<file path="src/rtl/intersection_phase_sched_if.sv">
// ============================================================================
// Module   : intersection_phase_sched_if
// Purpose  : Request/signal-head bundle between sensors and the phase scheduler
// Revision : 1.0 - initial release
// ============================================================================
`default_nettype none

interface intersection_phase_sched_if #(
  parameter int NREQ = 4
) ();
  logic [NREQ-1:0]   req;
`ifdef PREEMPT_EN
  logic              preempt;
`endif
  logic [2*NREQ-1:0] sig;
  logic [NREQ-1:0]   active;
  logic              busy;

`ifdef PREEMPT_EN
  modport master (input req, input preempt, output sig, output active, output busy);
  modport slave  (output req, output preempt, input sig, input active, input busy);
`else
  modport master (input req, output sig, output active, output busy);
  modport slave  (output req, input sig, input active, input busy);
`endif
endinterface

`default_nettype wire

</file>
<file path="src/rtl/intersection_phase_sched.sv">
// ============================================================================
// Module   : intersection_phase_sched
// Purpose  : Round-robin GREEN/YELLOW/ALLRED phase scheduler; optional
//            emergency preemption enabled by defining PREEMPT_EN
// Revision : 1.0 - initial release
// ============================================================================
`default_nettype none

module intersection_phase_sched #(
  parameter int NREQ          = 4,
  parameter int MIN_G         = 4,
  parameter int MAX_G         = 12,
  parameter int Y_T           = 3,
  parameter int R_T           = 2,
  parameter int CW            = 4,
  parameter int PREEMPT_PHASE = 0
) (
  input  wire logic                  clock,
  input  wire logic                  clear,
  intersection_phase_sched_if.master bus
);

  localparam int c_lw = (NREQ > 1) ? $clog2(NREQ) : 1;
  localparam logic [CW-1:0]   c_min   = CW'(MIN_G);
  localparam logic [CW-1:0]   c_max   = CW'(MAX_G);
  localparam logic [CW-1:0]   c_yt    = CW'(Y_T);
  localparam logic [CW-1:0]   c_rt    = CW'(R_T);
  localparam logic [CW-1:0]   c_t1    = CW'(1);
  localparam logic [NREQ-1:0] c_one   = {{(NREQ-1){1'b0}}, 1'b1};
  localparam logic [1:0]      c_red   = 2'd0;
  localparam logic [1:0]      c_yel   = 2'd1;
  localparam logic [1:0]      c_grn   = 2'd2;

  typedef enum logic [1:0] {
    S_IDLE   = 2'd0,
    S_GREEN  = 2'd1,
    S_YELLOW = 2'd2,
    S_ALLRED = 2'd3
  } state_t;

  state_t            state_q, state_d;
  logic [CW-1:0]     timer_q, timer_d;
  logic [NREQ-1:0]   pending_q, pending_d;
  logic [c_lw-1:0]   last_q, last_d;
  logic [2*NREQ-1:0] sig_q, sig_d;
  logic [NREQ-1:0]   active_q, active_d;
  logic              busy_q, busy_d;

  logic [NREQ-1:0]   w_cand;
  logic [NREQ-1:0]   w_others;
  logic [c_lw-1:0]   w_win;
  logic              w_win_ok;
  logic              w_grant;
  logic              w_preempt;
  logic              w_pp_match;
  logic              w_hold_pp;
  logic              w_force_y;

  // Without PREEMPT_EN the tie-off folds every preemption term to constant 0.
`ifdef PREEMPT_EN
  assign w_preempt = bus.preempt;
`else
  assign w_preempt = 1'b0;
`endif

  assign w_pp_match = (last_q == c_lw'(PREEMPT_PHASE));
  assign w_hold_pp  = w_preempt & w_pp_match;
  assign w_force_y  = w_preempt & ~w_pp_match;
  assign w_others   = pending_q & ~(c_one << last_q);

  // Rotating priority search starting just after the last granted phase.
  always_comb begin
    w_cand   = pending_q | bus.req;
    w_win_ok = 1'b0;
    w_win    = last_q;
    for (int k = 1; k <= NREQ; k++) begin
      if (!w_win_ok && w_cand[c_lw'((int'(last_q) + k) % NREQ)]) begin
        w_win_ok = 1'b1;
        w_win    = c_lw'((int'(last_q) + k) % NREQ);
      end
    end
    if (w_preempt) begin
      w_win_ok = 1'b1;
      w_win    = c_lw'(PREEMPT_PHASE);
    end
  end

  always_comb begin
    state_d   = state_q;
    timer_d   = timer_q;
    last_d    = last_q;
    w_grant   = 1'b0;
    pending_d = pending_q | bus.req;
    if (state_q == S_GREEN) pending_d[last_q] = 1'b0;

    case (state_q)
      S_IDLE: w_grant = w_win_ok;
      S_GREEN: begin
        timer_d = (timer_q == c_max) ? c_max : timer_q + 1'b1;
        if (w_force_y || (!w_hold_pp && timer_q >= c_min && w_others != '0 &&
            (!bus.req[last_q] || timer_q == c_max))) begin
          state_d = S_YELLOW;
          timer_d = c_t1;
        end
      end
      S_YELLOW: begin
        timer_d = timer_q + 1'b1;
        if (timer_q == c_yt) begin
          state_d = S_ALLRED;
          timer_d = c_t1;
        end
      end
      S_ALLRED: begin
        timer_d = timer_q + 1'b1;
        if (timer_q == c_rt) begin
          w_grant = w_win_ok;
          state_d = S_IDLE;
          timer_d = '0;
        end
      end
      default: state_d = S_IDLE;
    endcase

    if (w_grant) begin
      state_d          = S_GREEN;
      timer_d          = c_t1;
      last_d           = w_win;
      pending_d[w_win] = 1'b0;
    end

    // Outputs are derived from the next state so they register with it.
    active_d = '0;
    sig_d    = '0;
    if (state_d == S_GREEN || state_d == S_YELLOW) active_d = c_one << last_d;
    for (int i = 0; i < NREQ; i++) begin
      sig_d[2*i +: 2] = !active_d[i] ? c_red : ((state_d == S_GREEN) ? c_grn : c_yel);
    end
    busy_d = (state_d != S_IDLE);
  end

  always_ff @(posedge clock) begin
    if (clear) begin
      state_q   <= S_IDLE;
      timer_q   <= '0;
      pending_q <= '0;
      last_q    <= c_lw'(NREQ - 1);
      sig_q     <= '0;
      active_q  <= '0;
      busy_q    <= 1'b0;
    end else begin
      state_q   <= state_d;
      timer_q   <= timer_d;
      pending_q <= pending_d;
      last_q    <= last_d;
      sig_q     <= sig_d;
      active_q  <= active_d;
      busy_q    <= busy_d;
    end
  end

  assign bus.sig    = sig_q;
  assign bus.active = active_q;
  assign bus.busy   = busy_q;

endmodule

`default_nettype wire

</file>
<file path="src/flat_wrapper.sv">
// flat-port wrapper written by rule: the top's interface ports become plain ports
module intersection_phase_sched_flat 
#(
  parameter int NREQ          = 4,
  parameter int MIN_G         = 4,
  parameter int MAX_G         = 12,
  parameter int Y_T           = 3,
  parameter int R_T           = 2,
  parameter int CW            = 4,
  parameter int PREEMPT_PHASE = 0
)
  (clock, clear, bus_req, bus_sig, bus_active, bus_busy);
  intersection_phase_sched_if #(.NREQ(NREQ)) bus_i ();
  input  wire logic clock;
  input  wire logic clear;
  input wire logic [$bits(bus_i.req)-1:0] bus_req;
  output wire logic [$bits(bus_i.sig)-1:0] bus_sig;
  output wire logic [$bits(bus_i.active)-1:0] bus_active;
  output wire logic [$bits(bus_i.busy)-1:0] bus_busy;
  assign bus_i.req = bus_req;
  assign bus_sig = bus_i.sig;
  assign bus_active = bus_i.active;
  assign bus_busy = bus_i.busy;
  intersection_phase_sched #(.NREQ(NREQ), .MIN_G(MIN_G), .MAX_G(MAX_G), .Y_T(Y_T), .R_T(R_T), .CW(CW), .PREEMPT_PHASE(PREEMPT_PHASE)) u_core (.clock(clock), .clear(clear), .bus(bus_i));
endmodule
</file>
<file path="config.mk">
export PLATFORM = sky130hd
export DESIGN_NAME = intersection_phase_sched_flat
export DESIGN_NICKNAME = d
export VERILOG_FILES = /design/src/rtl/intersection_phase_sched_if.sv /design/src/rtl/intersection_phase_sched.sv /design/src/flat_wrapper.sv
export SDC_FILE = /design/constraint.sdc
export NUM_CORES = 1
export LEC_CHECK = 0
export BUFFER_PORTS_ARGS = -buffer_cell sky130_fd_sc_hd__buf_4
export CORE_MARGIN = 3
export CORE_UTILIZATION = 45
export DETAILED_ROUTE_END_ITERATION = 10
export GPL_ROUTABILITY_DRIVEN = 0
export GPL_TIMING_DRIVEN = 0
export PLACE_DENSITY = 0.73
export SYNTH_ARGS = -nofsm -noshare
export SYNTH_HDL_FRONTEND = slang
export SYNTH_SLANG_ARGS = --single-unit
</file>
<file path="constraint.sdc">
create_clock -name clock -period 2.8 [get_ports clock]
set_input_delay 0.14 -clock clock [delete_from_list [all_inputs] [get_ports clock]]
set_output_delay 0.14 -clock clock [all_outputs]
set_load 0.02 [all_outputs]
</file>
# Yosys cells after proc, flatten, opt, wreduce, memory -nomap -nowiden
# Index checks and enable logic that the tools add are counted.
[classes]
add_sub_neg = 5
magnitude_cmp = 9
n_eq_ne = 8
shifts = 2
muxes = 44
n_bitwise = 11
n_reduce_logical = 23
[op_table]
columns = ["cell", "n"]
rows = [
  ["$mux W4", 7],
  ["$mux W2", 10],
  ["$mux W1", 17],
  ["$lt A2 B4 Y1 const B", 4],
  ["$and A4 B4 Y4", 3],
  ["$not A4 Y4", 3],
  ["$pmux W4 S3", 1],
  ["$bmux W1 S2", 5],
  ["$reduce_or A2 Y1", 5],
  ["$eq A4 B2 Y1 const B", 2],
  ["$reduce_bool A4 Y1", 2],
  ["$shl A1 B2 Y4 const A", 2],
  ["$logic_and A1 B1 Y1", 7],
  ["$eq A2 B2 Y1 const B", 3],
  ["$lt A2 B3 Y1 const B", 2],
  ["$pmux W2 S3", 1],
  ["$add A2 B1 Y2 const B", 2],
  ["$add A2 B2 Y2 const B", 2],
  ["$add A4 B1 Y4 const B", 1],
  ["$demux W1 S2", 2],
  ["$eq A2 B1 Y1 const B", 2],
  ["$eq A4 B4 Y1 const B", 1],
  ["$ge A2 B1 Y1 const B", 2],
  ["$ge A4 B3 Y1 const B", 1],
  ["other kinds (8)", 15],
]
[word_totals]
regBits = 25
input_bits = 6
output_inout_bits = 13
wordCells = 113

# Depth between registers and ports, before layout
# Gate-level depths: netlist of the first run.
[depth]
depth_word = 22
mapped_depth = 12
ltp_nobuf = 11

# Least setup slack after synthesis of the first run
# No wires, ideal clock.
[synth_timing]
path_type = "register to register"
start = "reg u_core.timer_q[0]"
end = "reg u_core.sig_q[2] (netlist: u_core.bus.sig[2])"
setup_ps = 78
arrival_time_ps = 2438
required_ps = 2722
setup_slack_ps = 284
path_stages_with_launch = 11
path_buffers = 0
synth_period_minus_slack_ps = 2516
cell_sequence = "dfxtp_1 > inv_1 > ha_1 > or3b_2 > a211o_1 > o22ai_1 > o21ai_0 > o211ai_1 > ha_1 > or3_1 > nor3_1"
[synth_between]
elab_chain_cells = 11
elab_cells_between_ends = 23
cone_classes = "order compare: 1; eq/ne: 5; shift: 1; mux: 10; bitwise: 1; reduce/logical: 5"
[synth_lines]
columns = ["item", "line_no", "rtl"]
rows = [
  ["from (decl)", "intersection_phase_sched.sv:42", "logic [CW-1:0] timer_q, timer_d;"],
  ["from (signal assigned)", "intersection_phase_sched.sv:152", "timer_q <= timer_d;"],
  ["$ge A4 B3 Y1 or $eq A4 B4 Y1 (tied branches)", "intersection_phase_sched.sv:100, intersection_phase_sched.sv:101", ""],
  ["$logic_and A1 B1 Y1 or $logic_or A1 B1 Y1 (tied branches)", "intersection_phase_sched.sv:100, intersection_phase_sched.sv:101", ""],
  ["$logic_and A1 B1 Y1", "intersection_phase_sched.sv:100", "if (w_force_y || (!w_hold_pp && timer_q >= c_min && w_others != '0 &&"],
  ["$mux W2", "intersection_phase_sched.sv:100", ""],
  ["$pmux W2 S3", "intersection_phase_sched.sv:96", "case (state_q)"],
  ["$mux W2", "intersection_phase_sched.sv:124", "if (w_grant) begin"],
  ["$eq A2 B1 Y1 or $eq A2 B2 Y1 (tied branches)", "intersection_phase_sched.sv:134, intersection_phase_sched.sv:136", ""],
  ["$logic_or A1 B1 Y1", "intersection_phase_sched.sv:134", "if (state_d == S_GREEN || state_d == S_YELLOW) active_d = c_one << last_d;"],
  ["$mux W4", "intersection_phase_sched.sv:134", ""],
  ["$not A1 Y1 (no line)", "--", ""],
  ["$reduce_or A2 Y1 (no line)", "--", ""],
  ["to (signal assigned)", "intersection_phase_sched.sv:155", "sig_q <= sig_d;"],
  ["to (decl)", "intersection_phase_sched.sv:45", "logic [2*NREQ-1:0] sig_q, sig_d;"],
]
# Parallel ways exist; a longest one is shown, timed or not.
# A chain may end at the register's enable or synchronous reset.

# Worst setup path after layout of the first run
[layout_timing]
start = "reg u_core.timer_q[0]"
end = "reg u_core.sig_q[4] (netlist: u_core.bus.sig[4])"
# Same word-level chain as after synthesis.

==> flow_summary.toml, run 1 <==
[drt]
vias_per_cell = 5.76
post_drt_wl_per_cell_um = 14.2
vias = 1510
drt-initial-drc-count = 79
ant_nets = 0
routed_wl_mm = 3.73
remaining_drc_errors = 0
first_pass_iters = 4

[critical_path]
rrSetupSlack_ns = 0.11
worstPathMaxFanout = 5
crit_type = "flop to flop"
rr_worst_depth = 10
start_kind = "flop"
end_kind = "flop"
cp.required_ns = 3.00
r2r-start = "u_core.timer_q[0]"
cp_data_arrival_time_ns = 2.89
rr_endpoint = "u_core.bus.sig[4]"

[grt]
grt_overflow = 0
grt_max_degree = 17
grt_pass1_wl_mm = 6.12
grt_pass1_vias = 1379
antenna_found_initial = 0
grt_usage_pct = 17.5

[cts]
cts_made_buffers = 3
cts_hold_buffers = 0
cts_tree = "done"
clk_pin_slew_ns = 0.09
ctsLongestPathBuffers = 2
clk-insertion-delay-late_ns = 0.27
htreeDepth = 1
root_buffer = "clkbuf_8"
clock-sinks = 25

[logic_synthesis]
ys_ff_latch = 25
netlist_area_um2 = 1660
syn_inst = 192
syn_nets = 212
ys_seq_area_share_pct = 30.2
ys_warn_count = 0
synth_flop_cell = "dfxtp_1"
yosysUniqueCellTypes = 52
synth-edff-count = 0
avgSynthCellArea_um2 = 8.63
async_reset_ff_share_pct = 0

[timing]
setup_viol = 0
slew_headroom_pct = 63.3
hold_violations = 0
fin_crit_ns = 2.69
fmax_ghz = 0.371
skew_ns = 0.00131
slew_violations = 0
hold_slack_ns = 0.196
fin_crit_sh_pct = 96.2
tightest_slew_ns = 0.542

[place]
io_buffers = 18
place_hpwl_mm = 2.80

[die]
die_x_um = 66.7
core_region_area_um2 = 3440
start_util_pct = 48.2
io-pin-count = 19
rows = 21
die_h_um = 66.7
die_area_um2 = 4450

[worst_hold_path]
hold_end = "u_core.bus.sig[6]"
hold_path_class = "primary input to flop"
holdPathStages = 3
hp-start = "clear"

[finish]
drive_gt1_share_pct = 27.8
fin_util_pct = 57.0
final_nets = 237
antennaDiodeCount = 0
area_growth_pct = 18.3

[power]
p_per_area_nw_per_um2 = 917
power_leakage_uw = 0.000775
peakVddDrop_uv = 722

[flow_run]
maxCapViolations = 0

[status]
status = "finished, final reports clean"
==> state kept, by name, summed over array words and instances, names as in the netlist <==
| name | count |
|---|---|
| u_core.state_q | 2 |
| u_core.bus.active | 4 |
| u_core.timer_q | 4 |
| u_core.bus.busy | 1 |
| u_core.bus.sig | 8 |
| u_core.pending_q | 4 |
| u_core.last_q | 2 |
==> layout make-up <==
| class | count | area, um2 |
|---|---|---|
| plain buffers | 8 | 41.3 |
| clock buffers | 3 | 41.3 |
| clock inverters | 1 | 8.76 |
| fillers | 333 | 1480 |
| inverters | 13 | 48.8 |
| multi-input cells | 146 | 1110 |
| flip-flops and latches | 25 | 505 |
| well taps | 46 | 57.6 |
| repair buffers | 20 | 150 |
==> critical path, cell delays in order (launching register included) <==
cell      delay [ns]
dfxtp_2         0.36
inv_2           0.08
ha_2            0.19
or3b_2          0.46
a211o_1         0.33
o22ai_1         0.10
o21ai_0         0.10
o211ai_1        0.14
ha_1            0.30
or3_4           0.41
nor3_1          0.14
==> cell families (layout without fill, tap and decap cells) <==
family | Yosys count | in the layout | share of synthesized area, %
simple gates | 73 | 73 | 23.6
compound gates | 54 | 54 | 26.1
flops | 25 | 25 | 30.2
buf+inv | 21 | 45 | 5.13
fa+ha+maj | 14 | 14 | 10.6
xor+xnor | 4 | 4 | 3.02
mux | 1 | 1 | 1.36
==> per-layer routing <==
| layer | GRT usage [%] | part of all wire, % |
|---|---|---|
| met5 | 0 | 0 |
| met4 | 3.05 | 0.99 |
| met3 | 4.55 | 4.3 |
| met2 | 28.5 | 49 |
| met1 | 23.4 | 46 |
==> placed cells by master (no fill, tap or decap), types with 4 or more instances in the layout <==
cell type / Yosys / routed
dfxtp_1: 25 / 21
nor3_1: 15 / 12
a211oi_1: 5 / 5
and3_1: 4 / 4
a21oi_1: 9 / 9
nand2b_1: 7 / 7
ha_1: 14 / 13
nand2_1: 9 / 9
nor2_1: 17 / 16
dfxtp_2: 0 / 4
inv_1: 12 / 11
nand3_1: 5 / 5
buf_4: 0 / 21
==> per-stage QoR <==
stage	worst slack (ns)	setup TNS, ns	total power [uW]	cells	area (um2)
global placement	-0.212	-1.36	1520	256	1850
finish	0.108	0	1800	262	1960
floorplan	0.284	0	1270	192	1660
CTS	0.0331	0	1760	261	1920
global route	-0.00433	-0.00433	1940	262	1960
detailed placement	-0.188	-1.10	1520	256	1850
==> synth_stat cells (4+ instances only) <==
library cell,count,area [um2]
and3_1,4,25.0
buf_2,5,25.0
or3_1,4,25.0
a21oi_1,9,45.0
nand2b_1,7,43.8
dfxtp_1,25,500
nor2_1,17,63.8
nand2_1,9,33.8
nand3_1,5,25.0
a211oi_1,5,37.5
ha_1,14,175
inv_1,12,45.0
nor3_1,15,75.1
==> power breakdown <==
part	internal, uW	total, uW	switching (uW)
sequential	443	517	73.4
clock	104	227	123
combinational	416	1050	639
==> timing repair <==
action,in CTS,in global routing
pin swaps,1,1
setup endpoints to repair,12,8
resized for setup,4,12
buffers inserted,1,1
==> worst max-delay path by stage <==
stage | start | endpoint | slack [ns] | depth (start not counted)
2_1_floorplan | u_core.timer_q[0] | u_core.bus.sig[2] | 0.28 | 10
3_3_place_gp | u_core.last_q[0] | u_core.bus.sig[0] | -0.21 | 10
3_5_place_dp | u_core.last_q[0] | u_core.bus.sig[2] | -0.19 | 10
4_1_cts | u_core.timer_q[0] | u_core.bus.sig[2] | 0.03 | 10
5_1_grt | u_core.timer_q[0] | u_core.bus.sig[4] | -0.004 | 10
6_report | u_core.timer_q[0] | u_core.bus.sig[4] | 0.11 | 10
No activity file was read; power rests on OpenSTA's default activity.
==> run 2, diff against run 1 <==
Settings changed: CAP_MARGIN set to 20, SLEW_MARGIN set to 10.
Clock period 2.8 ns to 2.95 ns, I/O delays scaled along.
==> run 2 against run 1 <==
Against the previous run: via count down 1.4%; die area stayed put; register-to-register slack improved by 0.05 ns; largest power group unchanged.
==> flow_summary.toml, run 2 (synthesis results as in run 1) <==
[status]
status = "finished, final reports clean"

[timing]
rsz0062_at_grt = "false"
fmax_ghz = 0.358
tightest_slew_ns = 0.542
fin_crit_ns = 2.79
hold_violations = 0
skew_ns = 0.00389
slew_violations = 0
fin_crit_sh_pct = 94.7
layout_setup_ws_ns = 0.157
setup_viol = 0
tns_ns = 0
slew_headroom_pct = 63.3

[grt]
antenna_found_initial = 0
grt_pass1_wl_mm = 6.11
grt_usage_pct = 17.4
grt_overflow = 0
grt_pass1_vias = 1387
grt_max_degree = 17

[critical_path]
cp_top_family = "simple AND/OR/NAND/NOR gates"
start_kind = "flop"
crit_cells = 10
rr_worst_depth = 10
crit_type = "flop to flop"
crit_path_start = "u_core.timer_q[0]"
rrSetupSlack_ns = 0.16
cp_num_buf_inv = 1
r2r-start = "u_core.timer_q[0]"
cp_cell_sequence = "inv_1 > ha_1 > or3b_2 > a211o_1 > o22ai_1 > o21ai_0 > o211ai_1 > ha_1 > or3_4 > nor3_1"
max_stage_delay_ns = 0.47
critPathSlowestCell = "or3b_2"
worstPathMaxFanout = 5
end_kind = "flop"
cp_data_arrival_time_ns = 2.99
cp.required_ns = 3.15
crit_path_end = "u_core.bus.sig[2]"
crit_path_frequent_cell = "ha_1"
rr_endpoint = "u_core.bus.sig[2]"

[flow_run]
maxCapViolations = 0

[cts]
clk-insertion-delay-late_ns = 0.27
cts_tree = "done"
clock-sinks = 25
cts_made_buffers = 3
ctsLongestPathBuffers = 2
clk_pin_slew_ns = 0.09
root_buffer = "clkbuf_8"
htreeDepth = 1

[place]
pre_cts_slack_ns = -0.0383
io_buffers = 18
place_hpwl_mm = 2.80

[worst_hold_path]
hold_path_class = "primary input to flop"

[finish]
final_nets = 236
multi_input_area_um2 = 1090
most-common-layout-cells = "dfxtp_1 (23), buf_4 (20), nor2_1 (16)"
final_common_cell = "dfxtp_1"
seqCellArea_um2 = 503
antennaDiodeCount = 0
drive_gt1_share_pct = 24.2
area_growth_pct = 16.7
fin_util_pct = 56.2
fill_cells = 333
largest_register_ffs = 8

[die]
die_area_um2 = 4450
core_region_area_um2 = 3440
io-pin-count = 19
rows = 21
die_h_um = 66.7
start_util_pct = 48.2
die_x_um = 66.7

[drt]
met2_length_mm = 1.78
vias = 1489
vias_per_cell = 5.70
routed_wl_mm = 3.64
post_drt_wl_per_cell_um = 13.9
drt-met1-wl_mm = 1.69
wl_met3_um = 155
maxUsedRoutingLayer = "met4"
ant_nets = 0
first_pass_iters = 4
remaining_drc_errors = 0
drt-initial-drc-count = 87

[power]
peakVddDrop_uv = 628
p_per_area_nw_per_um2 = 872
power_leakage_uw = 0.000770
run 2: how the worst min path moves through the flow:
stage                            from                end  slack [ns]  cells past startpoint
global route                    clear  u_core.bus.sig[0]        0.19                      3
CTS                             clear  u_core.bus.sig[6]        0.24                      3
detailed placement  u_core.timer_q[1]  u_core.timer_q[1]        0.53                      2
floorplan                       clear  u_core.bus.sig[0]        0.37                      2
finish                          clear  u_core.bus.sig[0]        0.19                      3
global placement    u_core.timer_q[1]  u_core.timer_q[1]        0.52                      2
run 2: per-stage QoR:
step / power, uW / hold slack [ns] / cells / area (um2)
finish: 1690 / 0.191 / 261 / 1930
CTS: 1660 / 0.242 / 260 / 1900
global placement: 1440 / 0.519 / 256 / 1850
global route: 1820 / 0.192 / 261 / 1930
floorplan: 1210 / 0.371 / 192 / 1660
detailed placement: 1440 / 0.528 / 256 / 1850
run 2: report_power, final:
part	internal, uW	switching [uW]	leakage, uW
sequential	420	68.6	0.000204
clock	99.0	114	0.0000261
combinational	391	593	0.000539
run 2: cell type report:
type	instances	area share [%]
Buffer	8	2.13
Clock buffer	3	2.13
Clock inverter	1	0.453
Inverter	13	2.52
Multi-Input combinational cell	146	56.4
Sequential cell	25	26.0
Tap cell	46	2.98
Timing Repair Buffer	19	7.37
run 2: repair_timing:
item	in CTS	in global routing
gates cloned	0	0
setup buffers	0	1
gates resized for setup	2	6
pin swaps	0	1
hold buffers	0	0
endpoints found under the hold margin	0	0
setup endpoints to repair	8	9
run 2: layer usage:
metal  global-route usage, %  up-vias
li1                        -      759
met2                    28.6       26
met3                    4.55        2
met4                    3.05        0
met5                       0        -
met1                    23.0      702
run 2: worst register-to-register path, cell delays in order (launching register included):
cell,delay [ns]
dfxtp_1,0.37
inv_1,0.12
ha_1,0.20
or3b_2,0.47
a211o_1,0.33
o22ai_1,0.11
o21ai_0,0.10
o211ai_1,0.16
ha_1,0.31
or3_4,0.40
nor3_1,0.15
==> run 3, diff against run 2 <==
Settings changed: CORE_UTILIZATION 45 to 35, PLACE_DENSITY 0.73 to 0.61.
==> run 3 against run 2 <==
Against the previous run: sequential cell count unchanged; count of clock-buffer cells in the layout unchanged; largest cell class unchanged; worst setup slack improved by 0.047 ns; clock power about the same; wire length up 8.6%; critical path depth did not move.
==> flow_summary.toml, run 3 (synthesis results as in run 1) <==
[timing]
skew_ns = 0.00797
rsz0062_at_grt = "false"
layout_setup_ws_ns = 0.204
hold_violations = 0
fin_crit_ns = 2.75
fmax_ghz = 0.364
slew_headroom_pct = 63.9
setup_viol = 0
slew_violations = 0
tightest_slew_ns = 0.534
tns_ns = 0
fin_crit_sh_pct = 93.1

[critical_path]
end_kind = "flop"
rr_worst_depth = 10
crit_type = "flop to flop"
start_kind = "flop"
crit_path_end = "u_core.bus.sig[4]"
rrSetupSlack_ns = 0.20
cp.required_ns = 3.16
crit_path_start = "u_core.last_q[0]"
r2r-start = "u_core.last_q[0]"
rr_endpoint = "u_core.bus.sig[4]"
worstPathMaxFanout = 10
cp_data_arrival_time_ns = 2.95

[grt]
grt_max_degree = 17
grt_pass1_vias = 1335
grt_usage_pct = 14.4
antenna_found_initial = 0
grt_pass1_wl_mm = 6.24
grt_overflow = 0

[cts]
clk_pin_slew_ns = 0.10
htreeDepth = 1
cts_tree = "done"
root_buffer = "clkbuf_8"
cts_made_buffers = 3
clk-insertion-delay-late_ns = 0.28
clock-sinks = 25
ctsLongestPathBuffers = 2

[power]
p_per_area_nw_per_um2 = 878
peakVddDrop_uv = 721
power_leakage_uw = 0.000769
power_uw = 1700

[drt]
first_pass_iters = 4
remaining_drc_errors = 0
ant_nets = 0
vias_per_cell = 5.69
vias = 1518
drt-initial-drc-count = 65
post_drt_wl_per_cell_um = 14.8
routed_wl_mm = 3.95

[finish]
drive_gt1_share_pct = 24.7
final_common_cell = "dfxtp_1"
antennaDiodeCount = 0
largest_register_ffs = 8
most-common-layout-cells = "dfxtp_1 (23), buf_4 (20), nor2_1 (16)"
final_area_um2 = 1940
area_growth_pct = 17.1
final_nets = 236

[die]
rows = 24
io-pin-count = 19
die_h_um = 74.8
die_x_um = 74.8
die_area_um2 = 5600
start_util_pct = 37.1
core_region_area_um2 = 4470

[flow_run]
maxCapViolations = 0

[place]
pre_cts_slack_ns = -0.0930
placed_area_um2 = 1860
place_hpwl_mm = 3.00
io_buffers = 18

[worst_hold_path]
hold_path_class = "primary input to flop"
hp-start = "clear"

[status]
status = "finished, final reports clean"
[run 3: cell counts in the layout (fill, tap and decap cells not counted)]
No cell type changed its count.
[run 3: timing repair]
item / in CTS / in global routing
gates resized for setup: 2 / 7
pin swaps: 0 / 2
hold buffers: 0 / 0
endpoints found under the hold margin: 0 / 0
endpoints found under the setup margin: 8 / 12
buffers inserted: 0 / 1
[run 3: critical path, stage by stage (launching register included)]
cell,delay [ns]
dfxtp_2,0.40
buf_4,0.22
inv_2,0.12
ha_1,0.25
o2111ai_2,0.28
o21ai_2,0.14
o21ai_0,0.18
o211ai_1,0.17
ha_1,0.37
or3_4,0.40
nor3_1,0.14
[run 3: stage by stage]
stage	hold slack, ns	util, %	instances
2_1_floorplan	0.371	-	192
4_1_cts	0.226	42.8	266
3_3_place_gp	0.514	41.5	262
3_5_place_dp	0.521	41.5	262
6_report	0.198	43.4	267
5_1_grt	0.199	43.4	267
[run 3: metal layers]
| metal | vias to the layer above | share of wire (%) | GRT usage [%] |
|---|---|---|---|
| met3 | 5 | 2.8 | 3.20 |
| met1 | 713 | 47 | 19.4 |
| li1 | 761 | - | - |
| met2 | 39 | 49 | 23.3 |
| met4 | 0 | 0.78 | 3.56 |
| met5 | - | 0 | 0 |
[run 3: worst min-delay path by stage]
stage	to	slack, ns	depth (start not counted)
2_1_floorplan	u_core.bus.sig[0]	0.37	2
3_3_place_gp	u_core.timer_q[1]	0.51	2
3_5_place_dp	u_core.timer_q[1]	0.52	2
4_1_cts	u_core.bus.sig[6]	0.23	3
5_1_grt	u_core.bus.sig[6]	0.20	3
6_report	u_core.bus.sig[0]	0.20	3
[run 3: cell type report]
type                    instances  area (um2)
flip-flops and latches         25         503
clock inverters                 1        8.76
clock buffers                   3        41.3
multi-input cells             146        1090
well taps                      52        65.1
repair buffers                 19         143
fillers                       453        2530
plain buffers                   8        41.3
inverters                      13        48.8
[run 3: power breakdown]
group / total (uW) / internal [uW] / switching (uW)
clock: 216 / 99.1 / 117
sequential: 486 / 420 / 66.4
combinational: 1000 / 393 / 610
